[src/rtl/stopwatch_ctrl.sv]
// stopwatch_ctrl: run/pause/lap/clear sequencer for a mm:ss stopwatch.
// Ports: i_clk, i_rstn (sync, active-low), i_start_stop, i_lap_clr pulses in;
//   o_state, o_sec, o_min, o_lap_sec, o_lap_min, o_lap_valid, o_tick, o_wrap out.
// Option: STOPWATCH_AUTOSTOP_EN pauses at MAX_MIN:59 instead of wrapping.
module stopwatch_ctrl #(
    parameter int CLK2SEC = 10,
    parameter int MAX_MIN = 59
) (
    input  logic       i_clk,
    input  logic       i_rstn,
    input  logic       i_start_stop,
    input  logic       i_lap_clr,
    output logic [1:0] o_state,
    output logic [5:0] o_sec,
    output logic [5:0] o_min,
    output logic [5:0] o_lap_sec,
    output logic [5:0] o_lap_min,
    output logic       o_lap_valid,
    output logic       o_tick,
    output logic       o_wrap
);

    typedef enum logic [1:0] {
        S_IDLE  = 2'b00,
        S_RUN   = 2'b01,
        S_PAUSE = 2'b10
    } state_t;

    localparam logic [15:0] PRESC_LAST = 16'(CLK2SEC - 1);
    localparam logic [5:0]  MIN_LAST   = 6'(MAX_MIN);

    state_t      state_q, state_d;
    logic [15:0] presc_q, presc_d;
    logic [5:0]  sec_q, sec_d;
    logic [5:0]  min_q, min_d;
    logic [5:0]  lap_sec_q, lap_sec_d;
    logic [5:0]  lap_min_q, lap_min_d;
    logic        lap_valid_q, lap_valid_d;
    logic        tick_q, tick_d;
    logic        wrap_q, wrap_d;
    // Set once the count has stopped at the top value, so the next
    // second after resuming rolls over to 00:00 instead of stopping again.
    logic        held_q, held_d;

    always_comb begin
        state_d     = state_q;
        presc_d     = presc_q;
        sec_d       = sec_q;
        min_d       = min_q;
        lap_sec_d   = lap_sec_q;
        lap_min_d   = lap_min_q;
        lap_valid_d = lap_valid_q;
        held_d      = held_q;
        tick_d      = 1'b0;
        wrap_d      = 1'b0;
        unique case (state_q)
            S_IDLE: begin
                presc_d     = '0;
                sec_d       = '0;
                min_d       = '0;
                lap_sec_d   = '0;
                lap_min_d   = '0;
                lap_valid_d = 1'b0;
                held_d      = 1'b0;
                if (i_start_stop) state_d = S_RUN;
            end
            S_RUN: begin
                // Lap samples the pre-edge count, even on a second boundary.
                if (i_lap_clr) begin
                    lap_sec_d   = sec_q;
                    lap_min_d   = min_q;
                    lap_valid_d = 1'b1;
                end
                if (i_start_stop) state_d = S_PAUSE;
                if (presc_q == PRESC_LAST) begin
                    presc_d = '0;
                    tick_d  = 1'b1;
                    if (sec_q == 6'd59) begin
                        sec_d = '0;
                        if (min_q == MIN_LAST) begin
                            wrap_d = 1'b1;
                            min_d  = '0;
                            held_d = 1'b0;
`ifdef STOPWATCH_AUTOSTOP_EN
                            if (!held_q) begin
                                sec_d   = sec_q;
                                min_d   = min_q;
                                tick_d  = 1'b0;
                                held_d  = 1'b1;
                                state_d = S_PAUSE;
                            end
`endif
                        end else begin
                            min_d = min_q + 6'd1;
                        end
                    end else begin
                        sec_d = sec_q + 6'd1;
                    end
                end else begin
                    presc_d = presc_q + 16'd1;
                end
            end
            S_PAUSE: begin
                if (i_lap_clr) begin
                    state_d     = S_IDLE;
                    presc_d     = '0;
                    sec_d       = '0;
                    min_d       = '0;
                    lap_sec_d   = '0;
                    lap_min_d   = '0;
                    lap_valid_d = 1'b0;
                    held_d      = 1'b0;
                end else if (i_start_stop) begin
                    state_d = S_RUN;
                end
            end
            default: state_d = S_IDLE;
        endcase
    end

    always_ff @(posedge i_clk) begin
        if (!i_rstn) begin
            state_q     <= S_IDLE;
            presc_q     <= '0;
            sec_q       <= '0;
            min_q       <= '0;
            lap_sec_q   <= '0;
            lap_min_q   <= '0;
            lap_valid_q <= 1'b0;
            tick_q      <= 1'b0;
            wrap_q      <= 1'b0;
            held_q      <= 1'b0;
        end else begin
            state_q     <= state_d;
            presc_q     <= presc_d;
            sec_q       <= sec_d;
            min_q       <= min_d;
            lap_sec_q   <= lap_sec_d;
            lap_min_q   <= lap_min_d;
            lap_valid_q <= lap_valid_d;
            tick_q      <= tick_d;
            wrap_q      <= wrap_d;
            held_q      <= held_d;
        end
    end

    assign o_state     = state_q;
    assign o_sec       = sec_q;
    assign o_min       = min_q;
    assign o_lap_sec   = lap_sec_q;
    assign o_lap_min   = lap_min_q;
    assign o_lap_valid = lap_valid_q;
    assign o_tick      = tick_q;
    assign o_wrap      = wrap_q;

endmodule

[config.mk]
export PLATFORM = sky130hd
export DESIGN_NAME = stopwatch_ctrl
export DESIGN_NICKNAME = d
export VERILOG_FILES = /design/src/rtl/stopwatch_ctrl.sv
export SDC_FILE = /design/constraint.sdc
export NUM_CORES = 1
export LEC_CHECK = 0
export ABC_CLOCK_PERIOD_IN_PS = 1910
export CORE_MARGIN = 10
export CORE_UTILIZATION = 40
export DETAILED_ROUTE_END_ITERATION = 8
export GPL_TIMING_DRIVEN = 0
export PLACE_DENSITY = 0.65
export REMOVE_ABC_BUFFERS = 1
export SLEW_MARGIN = 10
export SYNTH_ARGS = -nofsm -noshare
export SYNTH_HDL_FRONTEND = slang
export SYNTH_SLANG_ARGS = --single-unit
[constraint.sdc]
create_clock -name i_clk -period 1.91 [get_ports i_clk]
set_clock_uncertainty 0.05 [all_clocks]
set_input_delay 0.191 -clock i_clk [delete_from_list [all_inputs] [get_ports i_clk]]
set_output_delay 0.191 -clock i_clk [all_outputs]
set_load 0.01 [all_outputs]
==> results.json <==
{
  "yosysTopAreaCell": "dfxtp_1",
  "grt_overflow": 0,
  "fp.dieH_um": 94.9,
  "irDropWorstVdd_v": 0.000408,
  "dp_hpwl_um": 3640,
  "m1WireLength_um": 2590,
  "ios": 33,
  "ys_warn_count": 0,
  "crit_arrival_ps": 1950,
  "die_w_um": 94.9,
  "wl_met2_um": 2340,
  "first_iter_violations": 92,
  "multi_input_area_um2": 1310,
  "worst_slew_pin_slew_ps": 651,
  "grt_pass1_vias": 1833,
  "crit_fanout": 9,
  "diodes": 0,
  "track_usage": 0.121,
  "max_cap_violations": 0,
  "rsz0062_at_grt": "false",
  "path_delay_family": "compound AO/OA/AOI/OAI gates",
  "dpl.cell_count": 346,
  "gp_congestion": 0.848,
  "max_freq_mhz": 557,
  "period_minus_slack_ps": 1800,
  "ctsHoldBuffers": 0,
  "layout_commonest_cell": "dfxtp_1",
  "slew_violations": 0,
  "path_clk_slew_ps": 80,
  "crit_type": "flop to flop",
  "yosysSeqAreaShare": 0.402,
  "avgRoutedWirePerCell_um": 14.9,
  "dieArea_um2": 9000,
  "synth_edf_count": 0,
  "cts_tree": "done",
  "p_leak_nw": 0.927,
  "status": "finished, final reports clean",
  "final_cell_mix": "43 x dfxtp_1, 31 x clkdlybuf4s50_1, 29 x nand2_1",
  "clock_sinks": 45,
  "synth_area_leaders": "dfxtp_1 40%, nand2_1 5.0%, nor2b_1 4.2%",
  "nets": 294,
  "synth_top_cell_area_share": 0.402,
  "grt_max_degree": 39,
  "routed_wl_um": 5350,
  "dr.pass1.iters": 4,
  "slowest_stage": "dfxtp_1",
  "synth_seq_cells": 45,
  "worst-path-buf-inv": 0,
  "postRouteAntennaNets": 0,
  "synthArstFlopShare": 0,
  "num_rows": 27,
  "insertion_delay_ps": 300,
  "portBuffers": 32,
  "avgSynthCellArea_um2": 8.86,
  "vias": 1965,
  "synthToLayoutAreaGrowth_pct": 22.9,
  "dr_wl_met3_um": 374,
  "yosysUniqueCellTypes": 52,
  "syn_inst": 253,
  "fillers": 540,
  "path_cells": "ha_2 > nand2_1 > o31a_4 > nor3_4 > a21oi_1 > a31o_1",
  "drc_errors": 0,
  "antenna_found_initial": 0,
  "finalNonFillerCells": 358,
  "syn_area_um2": 2240,
  "top_layer": "met4",
  "synthFlopType": "dfxtp_1",
  "cts_buffers": 5,
  "startpoint_type": "flop",
  "drt-vias-per-instance": 5.49,
  "worstPathRequired_ps": 2060,
  "seq_area_um2": 903,
  "root_buffer": "clkbuf_8",
  "final_util": 0.503,
  "start_util": 0.409,
  "coreArea_um2": 5470,
  "max_stage_delay_ps": 410,
  "hold_viol_final": 0,
  "end_kind": "flop",
  "finalCritPeriodShare": 0.940,
  "max_slew_margin": 0.566,
  "clockBufferDepth": 2,
  "grt_pass1_wl_um": 8830,
  "setup_violations": 0,
  "power_density_nw_per_um2": 618,
  "hold_class": "flop to flop",
  "drive_gt1_frac": 0.119,
  "htree_levels": 2
}
power by group:
group          internal (W)  leakage, nW  switching (W)
clock              0.000288       0.0443       0.000325
sequential         0.000942        0.364     0.00000763
combinational     0.0000519        0.519      0.0000888
total               0.00128        0.927       0.000422
repair_timing:
| item | CTS | global route |
|---|---|---|
| endpoints found under the setup margin | 30 | 20 |
| gates resized for setup | 5 | 11 |
| pin swaps | 1 | 1 |
| setup buffers | 1 | 4 |
Yosys cell counts (all sizes together) (5+ instances only):
cell    number
a21boi       5
nand2       31
a21oi        5
a22oi       12
o21ai       16
nor2        14
xor2         6
and3         5
dfxtp       45
nand3       13
nor3        16
clkbuf       8
and2         5
nor2b       15
nand4        8
final timing paths:
check	startpoint	endpoint	slack [ps]	cells after the start
max	o_sec[1]	o_min[5]	110	6
min	o_lap_valid	o_lap_valid	460	2
max reg2reg	o_sec[1]	o_min[5]	110	6
min reg2reg	o_lap_valid	o_lap_valid	460	2
flip-flops by register name (all words and copies together), names as in the netlist:
register	cells
o_lap_sec	6
o_tick	1
o_lap_valid	1
o_lap_min	6
o_state	2
o_wrap	1
o_min	6
o_sec	6
presc_q	16
kinds of logic after synthesis:
logic type	Yosys count	synth area share
AND/OR/NAND/NOR	122	0.320
AO/OA/AOI/OAI	58	0.182
flip-flops	45	0.402
buffers and inverters	14	0.0341
XOR/XNOR	9	0.0352
adder cells (fa/ha/maj)	5	0.0268
routing by layer:
| layer | up-vias | GRT usage |
|---|---|---|
| met5 | - | 0 |
| met4 | 0 | 0.0337 |
| met3 | 9 | 0.0428 |
| met2 | 49 | 0.180 |
| met1 | 930 | 0.161 |
| li1 | 977 | - |
tightest hold or removal path: stages, from the launching register on:
cell	delay [ps]
dfxtp_1	320
o21ai_0	60
a21boi_0	80
cell type report:
type	instances	share of cell area
multi-input cells	194	0.476
flip-flops and latches	45	0.328
repair buffers	37	0.128
well taps	72	0.0327
clock buffers	7	0.0313
inverters	3	0.00409
through the flow:
stage	area [um2]	hold WS (ps)	TNS (ps)	setup slack [ps]	total power [W]
floorplan	2180	259	0	169	0.00105
global placement	2590	439	-8600	-532	0.00110
detailed placement	2590	435	-8820	-479	0.00110
CTS	2690	459	0	5.04	0.00171
global route	2760	491	0	11.8	0.00177
finish	2760	456	0	115	0.00170
Power figures use the tool's default switching activity.
